[config.mk]
export PLATFORM = sky130hd
export DESIGN_NAME = spm_mem_responder
export DESIGN_NICKNAME = d
export VERILOG_FILES = /design/src/rtl/spm_mem_responder.sv
export SDC_FILE = /design/constraint.sdc
export NUM_CORES = 2
export LEC_CHECK = 0
export ABC_CLOCK_PERIOD_IN_PS = 2700
export CAP_MARGIN = 20
export CORE_AREA = 3 3 382 384
export CTS_CLUSTER_DIAMETER = 120
export DETAILED_ROUTE_END_ITERATION = 16
export DIE_AREA = 0 0 385 387
export MAX_ROUTING_LAYER = met4
export PLACE_DENSITY = 0.76
export SLEW_MARGIN = 10
export SYNTH_ARGS = -nofsm -noshare
export SYNTH_HDL_FRONTEND = slang
export SYNTH_SLANG_ARGS = --single-unit
[constraint.sdc]
create_clock -name clk -period 2.7 [get_ports clk]
set_input_delay 0.405 -clock clk [delete_from_list [all_inputs] [get_ports clk]]
set_output_delay 0.405 -clock clk [all_outputs]
set_load 0.05 [all_outputs]
[src/rtl/spm_mem_responder.sv]
// spm_mem_responder
// Memory-side responder for the SPM controller bus. Holds the address
// register, services CPU reads and writes, and provides a byte-stream
// program loader that fills memory while the CPU is held halted.
// Loader frame: start address, count, then count data bytes written to
// consecutive addresses (wrapping modulo depth).

module spm_mem_responder #(
  parameter int DATA_W = 8,
  parameter int ADDR_W = 8
) (
  input  logic              clk,
  input  logic              rst,
  input  logic              load_addr,
  input  logic              write,
  input  logic [DATA_W-1:0] bus1,
  output logic [DATA_W-1:0] mem_word,
  output logic [ADDR_W-1:0] addr_reg,
  input  logic              prog_en,
  input  logic              ld_valid,
  input  logic [7:0]        ld_data,
  output logic              ld_ready,
  output logic              ld_busy,
  output logic              ld_done,
  output logic              ld_err
);

  localparam int DEPTH = 2 ** ADDR_W;

  typedef enum logic [2:0] {
    L_IDLE,
    L_ADDR,
    L_CNT,
    L_DATA,
    L_DONE
  } ld_state_t;

  ld_state_t         ld_state;
  logic [ADDR_W-1:0] ld_ptr;
  logic [7:0]        ld_cnt;
  logic [DATA_W-1:0] mem [DEPTH];

  logic ld_accept;
  logic ld_wr;
  logic cpu_wr;

  // A byte is only taken while prog_en is still high; on the cycle prog_en
  // drops the frame aborts and any byte offered that cycle is discarded.
  assign ld_accept = ld_valid & ld_ready & prog_en;
  assign ld_wr     = ld_accept & (ld_state == L_DATA);
  assign cpu_wr    = write & ~prog_en;

  assign mem_word = mem[addr_reg];

  // Single write port; loader and CPU writes are mutually exclusive via prog_en.
  always_ff @(posedge clk) begin
    if (ld_wr) begin
      mem[ld_ptr] <= DATA_W'(ld_data);
    end else if (cpu_wr) begin
      mem[addr_reg] <= bus1;
    end
  end

  // Address register; a same-edge write above still sees the old address.
  always_ff @(posedge clk or posedge rst) begin
    if (rst) begin
      addr_reg <= '0;
    end else if (load_addr) begin
      addr_reg <= ADDR_W'(bus1);
    end
  end

  // Loader FSM with registered handshake and status outputs.
  always_ff @(posedge clk or posedge rst) begin
    if (rst) begin
      ld_state <= L_IDLE;
      ld_ptr   <= '0;
      ld_cnt   <= '0;
      ld_ready <= 1'b0;
      ld_busy  <= 1'b0;
      ld_done  <= 1'b0;
      ld_err   <= 1'b0;
    end else begin
      ld_done <= 1'b0;
      ld_err  <= 1'b0;
      case (ld_state)
        L_IDLE: begin
          if (prog_en) begin
            ld_state <= L_ADDR;
            ld_ready <= 1'b1;
            ld_busy  <= 1'b0;
          end
        end
        L_ADDR: begin
          if (!prog_en) begin
            ld_state <= L_IDLE;
            ld_ready <= 1'b0;
            ld_busy  <= 1'b0;
            ld_err   <= 1'b1;
          end else if (ld_accept) begin
            ld_ptr   <= ADDR_W'(ld_data);
            ld_state <= L_CNT;
            ld_busy  <= 1'b1;
          end
        end
        L_CNT: begin
          if (!prog_en) begin
            ld_state <= L_IDLE;
            ld_ready <= 1'b0;
            ld_busy  <= 1'b0;
            ld_err   <= 1'b1;
          end else if (ld_accept) begin
            ld_cnt <= ld_data;
            if (ld_data == 8'd0) begin
              ld_state <= L_DONE;
              ld_ready <= 1'b0;
              ld_busy  <= 1'b0;
              ld_done  <= 1'b1;
            end else begin
              ld_state <= L_DATA;
            end
          end
        end
        L_DATA: begin
          if (!prog_en) begin
            ld_state <= L_IDLE;
            ld_ready <= 1'b0;
            ld_busy  <= 1'b0;
            ld_err   <= 1'b1;
          end else if (ld_accept) begin
            ld_ptr <= ld_ptr + 1'b1;
            ld_cnt <= ld_cnt - 8'd1;
            if (ld_cnt == 8'd1) begin
              ld_state <= L_DONE;
              ld_ready <= 1'b0;
              ld_busy  <= 1'b0;
              ld_done  <= 1'b1;
            end
          end
        end
        L_DONE: begin
          ld_state <= L_IDLE;
          ld_ready <= 1'b0;
          ld_busy  <= 1'b0;
        end
        default: begin
          ld_state <= L_IDLE;
          ld_ready <= 1'b0;
          ld_busy  <= 1'b0;
        end
      endcase
    end
  end

endmodule

# Yosys cells after proc, flatten, opt, wreduce, memory -nomap -nowiden
# Memory sizes are Yosys's and may differ from the RTL's.
# Index checks and enable logic that the tools add are counted.
word_totals:
  output_inout_bits: 20
  in_bits: 22
  regBits: 31
  wordCells: 92
  mem_count: 1
  ramBits: 2048
classes:
  mux: 48
  n_eq_ne: 17
  add_sub_neg: 2
  n_reduce_logical: 11
  n_bitwise: 5
memory_table:
  columns: ["name", "depth", "word_bits", "rd", "rd_clocked_by_memory_dff", "wr", "line_no", "text"]
  rows:
  - ["mem", 256, 8, 1, 0, 1, "41", "logic [DATA_W-1:0] mem [DEPTH];"]
op_table:
  columns: ["cell", "n"]
  rows:
  - ["8-bit two-way mux", 8]
  - ["8-bit one-hot mux with 2 select lines", 2]
  - ["3-bit two-way mux", 9]
  - ["1-bit two-way mux", 25]
  - ["2-bit inequality test, second input constant", 8]
  - ["5-bit AND reduction", 3]
  - ["3-bit inequality test, second input constant", 4]
  - ["3-bit one-hot mux with 4 select lines", 1]
  - ["6-bit AND reduction", 2]
  - ["8-bit by 1-bit adder with 8-bit output, second input constant", 1]
  - ["8-bit by 1-bit == test with 1-bit output, second input constant", 1]
  - ["8-bit logical NOT", 1]
  - ["1-bit one-hot mux with 4 select lines", 2]
  - ["8-bit OR reduction", 1]
  - ["8-bit by 1-bit subtractor with 8-bit output, second input constant", 1]
  - ["3-bit by 2-bit == test with 1-bit output, second input constant", 2]
  - ["1-bit bitwise AND", 4]
  - ["2-bit nonzero test", 2]
  - ["3-bit by 1-bit == test with 1-bit output, second input constant", 1]
  - ["3-bit logical NOT", 1]
  - ["3-bit by 2-bit inequality test with 1-bit output, second input constant", 1]
  - ["3-bit OR reduction", 1]
  - ["1-bit one-hot mux with 2 select lines", 1]
  - ["1-bit NOT", 1]

# Depth between registers and ports, before layout
logic_depth:
  depth_word: 7
  mapped_depth: 12
  mapped_depth_nobuf: 8

# Worst setup path after synthesis
# OpenSTA, ideal clock, no wires.
synth_path:
  path_type: "input to register"
  from: "input port write"
  to: "memory mem[0][0] (data pin)"
  setup_time_ns: 0.823
  path_slack_ns: -2.230
  arrival_time_ns: 4.107
  n_path_buf: 1
  stages: 4
  t_required_ns: 1.877
  cell_sequence: "nor2b_1 -> clkbuf_1 -> nand2_1 -> nand2_1"
synth_between:
  elab_chain_len: 6
synth_lines:
  columns: ["item", "line_no", "text"]
  rows:
  - ["start, declared", "15", "input logic write,"]
  - ["1-bit bitwise AND", "51", "assign cpu_wr = write & ~prog_en;"]
  - ["1-bit two-way mux", "59", "end else if (cpu_wr) begin"]
  - ["1-bit two-way mux", "57", "if (ld_wr) begin"]
  - ["1-bit two-way mux (implied by the code)", "60", "mem[addr_reg] <= bus1;"]
  - ["8-bit OR reduction (no line)", null, null]
  - ["8-bit two-way mux (no line)", null, null]
  - ["end, declared", "41", null]
# Every way passes these cells.

# Worst setup path after layout
layout_path:
  from: "register addr_reg[0]"
  to: "output port mem_word[0]"
layout_between:
  elab_chain_len: 1
layout_lines:
  columns: ["item", "line_no", "text"]
  rows:
  - ["start, declared", "18", "output logic [ADDR_W-1:0] addr_reg,"]
  - ["start signal, assigned", "69", "addr_reg <= ADDR_W'(bus1);"]
  - ["memory read 256 x 8 bit", null, null]
  - ["end, declared", "17", "output logic [DATA_W-1:0] mem_word,"]
# Every way passes these cells.

==> results.sh <==
export IMPL_htreeDepth=4
export IMPL_slew_viol_final=0
export IMPL_grt_overflow=0
export IMPL_setup_viol=8
export IMPL_finalWirelength_um=216200
export IMPL_grt_pass1_wl_um=311000
export IMPL_grt_usage=0.2962
export IMPL_vias_per_cell=6.578
export IMPL_maxCapViolations=0
export IMPL_cts_buffers=195
export IMPL_core_area_mm2=0.1431
export IMPL_rr_endpoint="mem[54][3]"
export IMPL_io_pins=42
export IMPL_yosys_warnings=0
export IMPL_finalPower_mw=73.34
export IMPL_syn2layout_area_growth_pct=21.43
export IMPL_ir_drop_mv=0.7336
export IMPL_path_class="register to primary output"
export IMPL_whs_path_depth=3
export IMPL_max_slew_margin_rel=0.4793
export IMPL_die_y_um=387
export IMPL_avgSynthCellArea_um2=20.55
export IMPL_die_area_mm2=0.1490
export IMPL_vias=45149
export IMPL_crit_path_start_kind="register"
export IMPL_leakage_nw=32.70
export IMPL_gp_congestion=0.9080
export IMPL_synth_ff_type="edfxtp_1"
export IMPL_crit_arrival_ns=3.80
export IMPL_synth_seq_cells=2079
export IMPL_worstMarginPinSlew_ns=0.7811
export IMPL_clock_latency_ns=0.83
export IMPL_synth_enable_flop_cells=2048
export IMPL_rsz0062_at_grt="true"
export IMPL_start_util=0.5687
export IMPL_postSynthCellCount=3961
export IMPL_required_ns=2.30
export IMPL_tritoncts="yes"
export IMPL_detail_route_antenna_nets=0
export IMPL_synth_top_area_cell="edfxtp_1"
export IMPL_run_status="finished with violations"
export IMPL_dr_pass1_iters=8
export IMPL_cp_end_kind="primary output"
export IMPL_power_density_mw_per_mm2=741.9
export IMPL_final_hold_violation_count=0
export IMPL_layout_drive_gt1_share=0.3630
export IMPL_clock_sinks=2079
export IMPL_synth_distinct_cells=68
export IMPL_clock_skew_final_ns=0.03437
export IMPL_path_max_fanout=11
export IMPL_grt_pass1_vias=45232
export IMPL_hpwl_um=130200
export IMPL_hp_class="input port to register"
export IMPL_drt_initial_drc_count=6522
export IMPL_setup_slack_ns=-1.502
export IMPL_synth_common_cells="edfxtp_1, mux4_2, nor2_1, a22oi_1, mux2i_1"
export IMPL_finalSetupTns_ns=-11.65
export IMPL_min_period_ns=4.202
export IMPL_clock_fmax_mhz=238.0
export IMPL_clockBufferDepth=3
export IMPL_die_w_um=385
export IMPL_cts_root_buf="clkbuf_16"
export IMPL_grt_max_degree=138
export IMPL_r2r_start="addr_reg[5]"
export IMPL_instances_no_fill=6864
export IMPL_io_buffers=41
export IMPL_rows=139
export IMPL_syn_num_nets=3986
export IMPL_largest_register="mem"
export IMPL_fin_nets=4825
export IMPL_syn_cell_area_mm2=0.08140
export IMPL_largest_reg_flops=2048
export IMPL_post_route_drc_count=0
export IMPL_yosysTopAreaCellShare=0.7555
export IMPL_wl_per_cell_um=31.50
export IMPL_antenna_found_initial=1
export IMPL_async_flop_share=0.01491
export IMPL_ys_top_cells_by_area="edfxtp_1, mux4_2, mux2i_1"
export IMPL_regToRegSetupSlack_ns=0.02
export IMPL_dp_cells=6429
export IMPL_yosysSeqAreaShare=0.7650
export IMPL_clkTransAtPathRegs_ns=0.06
export IMPL_fin_crit_sh=1.556
export IMPL_hp_start="bus1[3]"
export IMPL_ff2ff_path_depth=10
export IMPL_violations="setup timing"
export IMPL_pre_cts_ws_ns=-1.357
export IMPL_yosysMostFrequentCell="edfxtp_1"
export IMPL_whs_endpoint="addr_reg[3]"
==> report_power, final <==
| part | internal [mW] | switching (mW) | total [mW] |
|---|---|---|---|
| Sequential | 36.0 | 0.322 | 36.3 |
| Clock | 15.0 | 11.7 | 26.7 |
| Combinational | 4.24 | 6.00 | 10.2 |
| Total | 55.3 | 18.0 | 73.3 |
==> placed cells by master, fill, tap and decap left out, drive strengths merged, types with 13 or more instances in the layout <==
cell	count
nor2b	15
clkinv	73
a22oi	153
nor2	289
mux4	444
bufinv	13
a21oi	100
o221ai	33
edfxtp	2048
o21ai	45
dfrtp	31
nand2b	13
nor3	16
a221oi	29
nand3	31
nand2	120
a22o	33
inv	13
o22ai	28
mux2i	142
clkdlybuf4s50	26
clkbuf	270
a211oi	21
buf	835
==> metal layers <==
metal / routed length (um) / track usage / vias to the layer above
met4: 10300 / 0.1215 / 0
li1: - / - / 18193
met3: 23510 / 0.05986 / 560
met2: 104900 / 0.4502 / 3068
met5: 0 / - / -
met1: 77500 / 0.3981 / 23328
==> cell families after synthesis <==
kind of cell | Yosys count | synth area share
DFF | 2079 | 0.7650
muxes | 596 | 0.1417
and+or+nand+nor | 547 | 0.02976
AOI/OAI and AO/OA | 488 | 0.04310
buffers and inverters | 248 | 0.01998
adders and majority gates | 3 | 0.0004612
==> critical path, stage by stage (launching register included) <==
cell and delay, ns:
dfrtp_4 0.42, buf_12 0.20, buf_16 0.18, buf_16 0.17
buf_4 0.15, mux4_2 0.54, a22oi_1 0.25, a21oi_1 0.16
a21o_4 0.24, o22ai_4 0.23, buf_6 0.14, a211oi_4 0.05
buf_6 0.19
==> area by class of cell <==
type	count	area, um^2
flip-flops and latches	2079	62290
fillers	8121	44280
multi-input cells	1634	18810
repair buffers	882	9163
clock buffers	261	5315
well taps	1903	2381
clock inverters	95	853.3
inverters	8	30.03
diodes	2	5.005
==> repair_timing <==
| item | in CTS | in global routing |
|---|---|---|
| resized for setup | 190 | 195 |
| hold buffers | 1 | 0 |
| pin swaps | 43 | 36 |
| setup buffers | 35 | 37 |
| setup endpoints to repair | 1369 | 1314 |
| gates cloned | 7 | 8 |
| hold endpoints to repair | 31 | 0 |
==> worst max path at each step <==
stage | startpoint | to | slack [ns]
after floorplan | addr_reg[0] | mem_word[2] | -0.52
after global placement | addr_reg[0] | mem_word[0] | -1.31
after global routing | addr_reg[0] | mem_word[0] | -1.60
after detailed placement | addr_reg[0] | mem_word[0] | -1.36
after CTS | addr_reg[0] | mem_word[6] | -1.53
final | addr_reg[0] | mem_word[0] | -1.50
==> stage by stage <==
step                hold slack, ns  area, um^2    util
finish                      0.2203       98850  0.6906
global route                0.2200       98850  0.6906
detailed placement          0.5028       90080  0.6294
floorplan                   0.4634       81500       -
CTS                         0.1645       97640  0.6822
global placement            0.4948       90080  0.6294
No activity file was read; power rests on OpenSTA's default activity.
